===== config.mk =====
export PLATFORM = sky130hd
export DESIGN_NAME = effect_sequencer
export DESIGN_NICKNAME = d
export VERILOG_FILES = /design/src/rtl/effect_seq_pkg.sv /design/src/rtl/effect_sequencer_tick_gen.sv /design/src/rtl/effect_sequencer.sv
export SDC_FILE = /design/constraint.sdc
export NUM_CORES = 1
export LEC_CHECK = 0
export CORE_UTILIZATION = 55
export CTS_CLUSTER_SIZE = 14
export DETAILED_ROUTE_END_ITERATION = 6
export HOLD_SLACK_MARGIN = 0.03
export PLACE_DENSITY = 0.78
export SYNTH_ARGS = -nofsm -noshare
export SYNTH_HDL_FRONTEND = slang
export SYNTH_SLANG_ARGS = --single-unit

===== constraint.sdc =====
create_clock -name i_clk -period 4.5 [get_ports i_clk]
set_clock_uncertainty 0.2 [all_clocks]
set_input_delay 0.9 -clock i_clk [delete_from_list [all_inputs] [get_ports i_clk]]
set_output_delay 0.9 -clock i_clk [all_outputs]
set_load 0.05 [all_outputs]

===== src/rtl/effect_seq_pkg.sv =====
// Shared encodings for the effect sequencer: FSM states, playback modes,
// count range limits and the step result record.
package effect_seq_pkg;

    typedef enum logic [1:0] {
        ST_IDLE  = 2'd0,
        ST_RUN   = 2'd1,
        ST_PAUSE = 2'd2
    } state_t;

    typedef enum logic [1:0] {
        MODE_FWD  = 2'd0,
        MODE_REV  = 2'd1,
        MODE_PING = 2'd2,
        MODE_HOLD = 2'd3
    } mode_t;

    localparam logic [2:0] CNT_MIN  = 3'd0;
    localparam logic [2:0] CNT_MAX  = 3'd7;
    localparam logic       DIR_UP   = 1'b0;
    localparam logic       DIR_DOWN = 1'b1;

    typedef struct packed {
        logic [2:0] count;
        logic       dir;
    } step_t;

endpackage


===== src/rtl/effect_sequencer_tick_gen.sv =====
// Base-tick prescaler: counts 0..CLK_DIV-1 while run is high, pulsing tick
// on the last count; holds its value while run is low.
module tick_gen #(
    parameter int CLK_DIV = 1000
) (
    input  logic clk,
    input  logic rst,
    input  logic run,
    output logic tick
);

    localparam int CW = $clog2(CLK_DIV);
    localparam logic [CW-1:0] LAST = CW'(CLK_DIV - 1);

    logic [CW-1:0] cnt;

    always_ff @(posedge clk) begin
        if (rst) begin
            cnt <= '0;
        end else if (run) begin
            cnt <= (cnt == LAST) ? '0 : cnt + 1'b1;
        end
    end

    assign tick = run && (cnt == LAST);

endmodule


===== src/rtl/effect_sequencer.sv =====
// Effect sequencer: steps a 3-bit pattern index forward, reverse, ping-pong
// or hold at a programmable rate, with pause, abort and one-shot completion.
module effect_sequencer
    import effect_seq_pkg::*;
#(
    parameter int CLK_DIV = 1000
) (
    input  logic       i_clk,
    input  logic       i_rst,
    input  logic       i_start,
    input  logic       i_stop,
    input  logic       i_enable,
    input  logic [1:0] i_mode,
    input  logic [3:0] i_rate,
    input  logic       i_oneshot,
    output logic [2:0] o_count,
    output logic       o_step,
    output logic       o_done,
    output logic       o_blank,
    output logic       o_busy
);

    state_t     state;
    state_t     state_next;
    mode_t      mode_lat;
    logic [3:0] rate_lat;
    logic       oneshot_lat;
    logic       dir;
    logic [3:0] rate_cnt;
    logic       tick;
    logic       presc_clr;
    logic       start_evt;
    logic       step_evt;
    logic       done_evt;
    step_t      adv;

    function automatic step_t advance(input mode_t mode, input logic [2:0] count,
                                      input logic d);
        step_t r;
        r.count = count;
        r.dir   = d;
        case (mode)
            MODE_FWD: r.count = count + 3'd1;
            MODE_REV: r.count = count - 3'd1;
            MODE_PING: begin
                // Ends bounce without repeating the end value.
                if (d == DIR_UP) begin
                    if (count == CNT_MAX) begin
                        r.dir   = DIR_DOWN;
                        r.count = CNT_MAX - 3'd1;
                    end else begin
                        r.count = count + 3'd1;
                    end
                end else begin
                    if (count == CNT_MIN) begin
                        r.dir   = DIR_UP;
                        r.count = CNT_MIN + 3'd1;
                    end else begin
                        r.count = count - 3'd1;
                    end
                end
            end
            default: ;
        endcase
        return r;
    endfunction

    function automatic logic is_terminal(input mode_t mode, input logic [2:0] count,
                                         input logic d);
        case (mode)
            MODE_FWD:  return count == CNT_MAX;
            MODE_REV:  return count == CNT_MIN;
            MODE_PING: return (count == CNT_MIN) && (d == DIR_DOWN);
            default:   return 1'b0;
        endcase
    endfunction

    // Prescaler is held clear whenever the sequencer is idle or being aborted.
    assign presc_clr = i_rst || i_stop || (state == ST_IDLE);

    tick_gen #(.CLK_DIV(CLK_DIV)) u_tick_gen (
        .clk  (i_clk),
        .rst  (presc_clr),
        .run  (state == ST_RUN),
        .tick (tick)
    );

    assign start_evt = (state == ST_IDLE) && i_start && i_enable;
    assign step_evt  = (state == ST_RUN) && tick && (rate_cnt == rate_lat);
    assign done_evt  = step_evt && oneshot_lat && is_terminal(mode_lat, o_count, dir);
    assign adv       = advance(mode_lat, o_count, dir);

    always_ff @(posedge i_clk) begin
        if (i_rst) begin
            state <= ST_IDLE;
        end else begin
            state <= state_next;
        end
    end

    always_comb begin
        state_next = state;
        if (i_stop) begin
            state_next = ST_IDLE;
        end else begin
            case (state)
                ST_IDLE:  if (start_evt) state_next = ST_RUN;
                ST_RUN: begin
                    if (done_evt)       state_next = ST_IDLE;
                    else if (!i_enable) state_next = ST_PAUSE;
                end
                ST_PAUSE: if (i_enable) state_next = ST_RUN;
                default:  state_next = ST_IDLE;
            endcase
        end
    end

    always_comb begin
        o_blank = (state == ST_IDLE);
        o_busy  = (state != ST_IDLE);
    end

    always_ff @(posedge i_clk) begin
        if (i_rst || i_stop) begin
            o_count     <= CNT_MIN;
            o_step      <= 1'b0;
            o_done      <= 1'b0;
            dir         <= DIR_UP;
            rate_cnt    <= '0;
            oneshot_lat <= 1'b0;
        end else begin
            o_step <= 1'b0;
            o_done <= 1'b0;
            case (state)
                ST_IDLE: begin
                    dir      <= DIR_UP;
                    rate_cnt <= '0;
                    o_count  <= CNT_MIN;
                    if (start_evt) begin
                        o_count     <= (mode_t'(i_mode) == MODE_REV) ? CNT_MAX : CNT_MIN;
                        oneshot_lat <= i_oneshot;
                    end
                end
                ST_RUN: begin
                    if (tick) begin
                        rate_cnt <= step_evt ? 4'd0 : rate_cnt + 4'd1;
                    end
                    if (done_evt) begin
                        o_done  <= 1'b1;
                        o_count <= CNT_MIN;
                        dir     <= DIR_UP;
                    end else if (step_evt) begin
                        o_step  <= 1'b1;
                        o_count <= adv.count;
                        dir     <= adv.dir;
                    end
                end
                default: ;
            endcase
        end
    end

    // Rate and mode apply per interval: captured at start and at every step.
    always_ff @(posedge i_clk) begin
        if (start_evt || step_evt) begin
            rate_lat <= i_rate;
            mode_lat <= mode_t'(i_mode);
        end
    end

endmodule


Word level (Yosys, flattened, before mapping)
Cells that the tools add are included.
- flip-flop bits (word level): 29
- memories kept: 0
- RAM bits: 0
- input port bits: 12
- logic and storage cells: 81
- output and inout bits: 7
- latch bits: 0
- ROM bits: 0
- shifts and indexed selects: 0
- magnitude comparators: 0
- reduce and logical (&&, ||, !) cells: 24
- equal/unequal tests: 15
- add/sub/neg operators: 4
- multiply operators: 0
- bitwise gates (word level): 1
- divide/modulo/power cells: 0
- multiplexer cells: 27
- operators by type and width (cell ; number):
    3-bit two-way mux ; 6
    4-bit two-way mux ; 3
    10-bit by 1-bit adder with 10-bit output, second input constant ; 1
    10-bit equality test, second input constant ; 1
    10-bit two-way mux ; 1
    3-bit inequality test, second input constant ; 3
    3-bit one-hot mux with 3 select lines ; 1
    3-bit AND reduction ; 3
    1-bit logical AND ; 8
    2-bit two-way mux ; 4
    4-bit one-hot mux with 2 select lines ; 1
    1-bit two-way mux ; 7
    2-bit by 1-bit equality test with 1-bit output, second input constant ; 3
    2-bit one-hot mux with 3 select lines ; 1
    3-bit one-hot mux with 2 select lines ; 1
    5-bit inequality test, second input constant ; 1
    4-bit by 1-bit adder with 4-bit output, second input constant ; 1
    2-bit equality test, second input constant ; 2
    4-bit equality test ; 1
    2-bit zero test ; 2
    2-bit inequality test, second input constant ; 2
    2-bit AND reduction ; 2
    2-bit nonzero test ; 2
    2-bit OR reduction ; 2
    10 further kinds ; 12

Depth between registers and ports, before layout
- depth after elaboration: 8
- gate-level depth with buffers: 8
- depth with buffers taken out: 7

Modules after synthesis
From an unflattened synthesis, not the netlist that was laid out.
- cell total of the unflattened synthesis: 179
- area total of the unflattened synthesis: 1636.6 um^2
- by module, submodules not included (module ; cells each ; area each (um^2) ; times used ; sequential area each (um^2)):
    effect_sequencer ; 124 ; 1116.1 ; 1 ; 440.4
    tick_gen ; 55 ; 520.5 ; 1 ; 200.2

Least setup slack after synthesis
OpenSTA, ideal clock, no wires.
- path type: reg2reg
- start point: register o_count[0]
- end point: register o_count[1]
- cell stages (with the launch flop): 8
- period minus slack after synthesis: 2.308 ns
- library setup time: 0.119 ns
- data arrival time: 1.990 ns
- setup slack: 2.192 ns
- cells stage by stage: dfxtp_1 > ha_1 > ha_1 > and4b_1 > a41oi_2 > nor3_1 > nor3b_1 > o221a_2
- longest elaborated chain between the ends: 7
- elaborated cells on any way between the ends: 17
- RTL lines (item ; line ; source):
    from (decl) ; effect_sequencer.sv:16 ; output logic [2:0] o_count,
    from (signal assigned) ; effect_sequencer.sv:140 ; o_count <= (mode_t'(i_mode) == MODE_REV) ? CNT_MAX : CNT_MIN;
    from (signal assigned) ; effect_sequencer.sv:154 ; o_count <= adv.count;
    3-bit by 1-bit adder with 3-bit output (tied with other cells) ; effect_sequencer.sv:43, effect_sequencer.sv:52 ;
    3-bit two-way mux (on tied branches) ; effect_sequencer.sv:48, effect_sequencer.sv:55 ;
    4-bit two-way mux ; effect_sequencer.sv:47 ; if (d == DIR_UP) begin
    3-bit one-hot mux with 3 select lines ; effect_sequencer.sv:42 ; case (mode)
    3-bit two-way mux ; effect_sequencer.sv:152 ; end else if (step_evt) begin
    3-bit two-way mux ; effect_sequencer.sv:148 ; if (done_evt) begin
    3-bit one-hot mux with 2 select lines ; effect_sequencer.sv:134 ; case (state)
Parallel ways exist; a longest one is shown, timed or not. The select of a mux whose other input is x is not followed.
A chain may end at the register's enable or synchronous reset.

Worst setup path after layout
- start point: register state[1]
- end point: output o_blank
- longest elaborated chain between the ends: 1
- RTL lines (item ; line ; source):
    from (decl) ; effect_sequencer.sv:23 ; state_t state;
    from (signal assigned) ; effect_sequencer.sv:97 ; state <= state_next;
    2-bit zero test ; effect_sequencer.sv:119 ; o_blank = (state == ST_IDLE);
    to (decl) ; effect_sequencer.sv:19 ; output logic o_blank,
Every way passes these cells.

==> flow_summary_export.csv <==
group,metric,value,unit
route,ant_nets,0,
sta,rsz0062_at_grt,"false",
setup_path,path_class,"reg2out",
run_status,status,"finished clean",
placement,port_buffers,18,
clocking,clk_path_buf_depth,2,
final_layout,nNetsFinal,217,
synthesis,yosys-top-cells-count,"dfxtp_1, nor2_1, ha_1",
setup_path,cp-end-kind,"primary output",
grt,grt_pass1_wl,5.48,mm
floorplan,die_h,56.7,um
grt,overflow,0,
placement,dpl.hpwl,2.45,mm
synthesis,synth.avg_cell_area,9.53,um2
synthesis,ys.warnings.count,0,
route,dr_total_vias,1316,
power_and_ir_drop,power_density,245,nW/um2
grt,grt_pass1_vias,1298,
floorplan,num_rows,19,
setup_path,crit_buf_inv,2,
synthesis,yosysSeqAreaShare,0.389,
route,first_pass_iters,4,
final_layout,area_delta_synth_final,15.0,%
power_and_ir_drop,ir_drop,258,uV
setup_path,critPathTopFamily,"buffers and inverters",
floorplan,io_pins,19,
setup_path,cp_slowest_cell,"clkdlybuf4s50_1",
sta,timing.slew.headroom,0.645,
floorplan,core-area,2810,um2
floorplan,die_x,56.7,um
sta,finalSetupViolCount,0,
synthesis,syn-cell-area,1650,um2
synthesis,yosys.cell_types.count,47,
final_layout,drive_gt1_frac,0.108,
sta,tns,0,ps
setup_path,arrival,2010,ps
hold_path,hold_path.class,"reg2reg",
sta,timing.final.crit_share,0.692,
synthesis,netlist_top_cells_area,"dfxtp_1, edfxtp_1, ha_1",
clocking,htree_num_levels,2,
setup_path,worstPathMaxFanout,9,
synthesis,synthMostInstantiatedCell,"dfxtp_1",
sta,finalHoldViolCount,0,
clocking,cts_resized,0,
power_and_ir_drop,power_leakage,0.000698,uW
sta,achievable-frequency,0.321,GHz
clocking,clock-sinks,29,
placement,place.gp.congestion,0.908,
route,wl_per_cell,14.1,um
synthesis,async_flop_share,0,
synthesis,yosys_most_used_dff,"dfxtp_1",
setup_path,slowest_delay,800,ps
sta,tightest_slew,528,ps
setup_path,required,3400,ps
route,drtIter0Drc,79,
clocking,clk_transition_reported_paths,90,ps
grt,antenna_found_initial,0,
route,via_per_inst,5.85,
floorplan,die_area,3220,um2
route,wirelength,3.18,mm
clocking,cts-root-buf,"clkbuf_4",
grt,grt_start_max_net_pins,12,
setup_path,crit_chain,"or2_1 > inv_2 > clkdlybuf4s50_1",
clocking,cts_buffers,5,
clocking,cts_hold_buffers,0,
synthesis,synth_top_area_share,0.279,
setup_path,cp-start-kind,"register",
sta,final_max_slew_viol_count,0,
clocking,post_cts_buffers,0,
route,drc,0,
synthesis,yosysTopAreaCell,"dfxtp_1",
clocking,cts_tree,"built",
synthesis,synthesis.nets,197,
sta,post-route-min-period,3110,ps
clocking,clkLatencyLatePin,320,ps
floorplan,start_util,0.587,
synthesis,synth-edff-count,6,
synthesis,ys_ff_latch,29,
final_layout,utilization,0.675,
job,cap_violations,0,
final_layout,diodes,0,
sta,hold_ws,312,ps
synthesis,syn_inst,173,
grt,grt_usage,0.224,
[cells by family (layout without fill, tap and decap cells)]
| family | count (synthesis) | in the layout | share of synthesized area |
|---|---|---|---|
| flops | 29 | 29 | 0.389 |
| compound gates | 29 | 29 | 0.131 |
| simple gates | 72 | 72 | 0.263 |
| buf+inv | 15 | 36 | 0.0364 |
| xor+xnor | 14 | 14 | 0.0744 |
| fa+ha+maj | 12 | 12 | 0.0911 |
| mux | 2 | 2 | 0.0152 |
[placed cells by master, fill, tap and decap left out, drive strengths merged]
master	instances
mux2	1
inv	10
nor3b	3
edfxtp	6
o41ai	1
a41oi	2
nand3	8
or2	3
ha	12
clkdlybuf4s50	18
and4b	2
o22ai	1
mux2i	1
nor2	13
nand3b	4
clkinv	3
xor2	8
nor3	6
dfxtp	23
o211ai	1
and3b	1
and3	4
a21oi	7
a21o	2
o21a	1
o221a	2
a211oi	1
a31oi	3
o21bai	1
nand2b	5
nand2	11
and4	1
o21ai	7
nor2b	3
xnor2	6
nand4	6
or3	2
clkbuf	5
[worst paths after layout]
path                                                      from                              to  slack, ps  cells past startpoint
worst max-delay path                     state[1]$_SDFFE_PP0P_                         o_blank       1390                      3
worst min-delay path            u_tick_gen.cnt[1]$_SDFFE_PP0P_  u_tick_gen.cnt[1]$_SDFFE_PP0P_        310                      2
worst max register to register           mode_lat[0]$_DFFE_PP_         o_count[1]$_SDFFE_PP0P_       2100                      7
worst min register to register  u_tick_gen.cnt[1]$_SDFFE_PP0P_  u_tick_gen.cnt[1]$_SDFFE_PP0P_        310                      2
[registers in the layout (all words and copies together), names as in the netlist]
signal,cells
u_tick_gen.cnt,10
rate_lat,4
mode_lat,2
o_step,1
o_count,3
oneshot_lat,1
rate_cnt,4
dir,1
o_done,1
state,2
[where the power goes]
group / total (uW) / switching (uW) / internal (uW)
clock network: 144 / 87.5 / 56.3
logic: 47.7 / 25.1 / 22.6
registers: 273 / 3.71 / 269
total: 464 / 116 / 348
[through the flow]
step / setup slack [ps] / total power (uW) / instances / instance area, um2
final: 1390 / 464 / 225 / 1890
after global routing: 1310 / 481 / 225 / 1890
after CTS: 1380 / 467 / 225 / 1890
after detailed placement: 1740 / 326 / 217 / 1840
after global placement: 1760 / 325 / 217 / 1840
after floorplan: 2190 / 308 / 173 / 1650
[layout make-up]
class / instances / area (um2)
Inverter: 10 / 37.5
Fill cell: 233 / 911
Sequential cell: 29 / 641
Multi-Input combinational cell: 129 / 947
Tap cell: 31 / 38.8
Timing Repair Buffer: 18 / 180
Clock buffer: 5 / 37.5
Clock inverter: 3 / 12.5
[worst reg2reg max path, cell delays in order (launching register included)]
cell and delay [ps]:
edfxtp_1 450, inv_1 110, ha_1 300, a21o_1 190, a41oi_2 190, nor3_1 500
nor3b_1 120, o221a_2 240
[metal layers]
layer  wire [um]  global-route usage
met4          55              0.0941
met1        1360               0.246
met5           0                   0
met3         123              0.0622
met2        1640               0.401
Note: power is estimated with default switching activity, not from simulation.
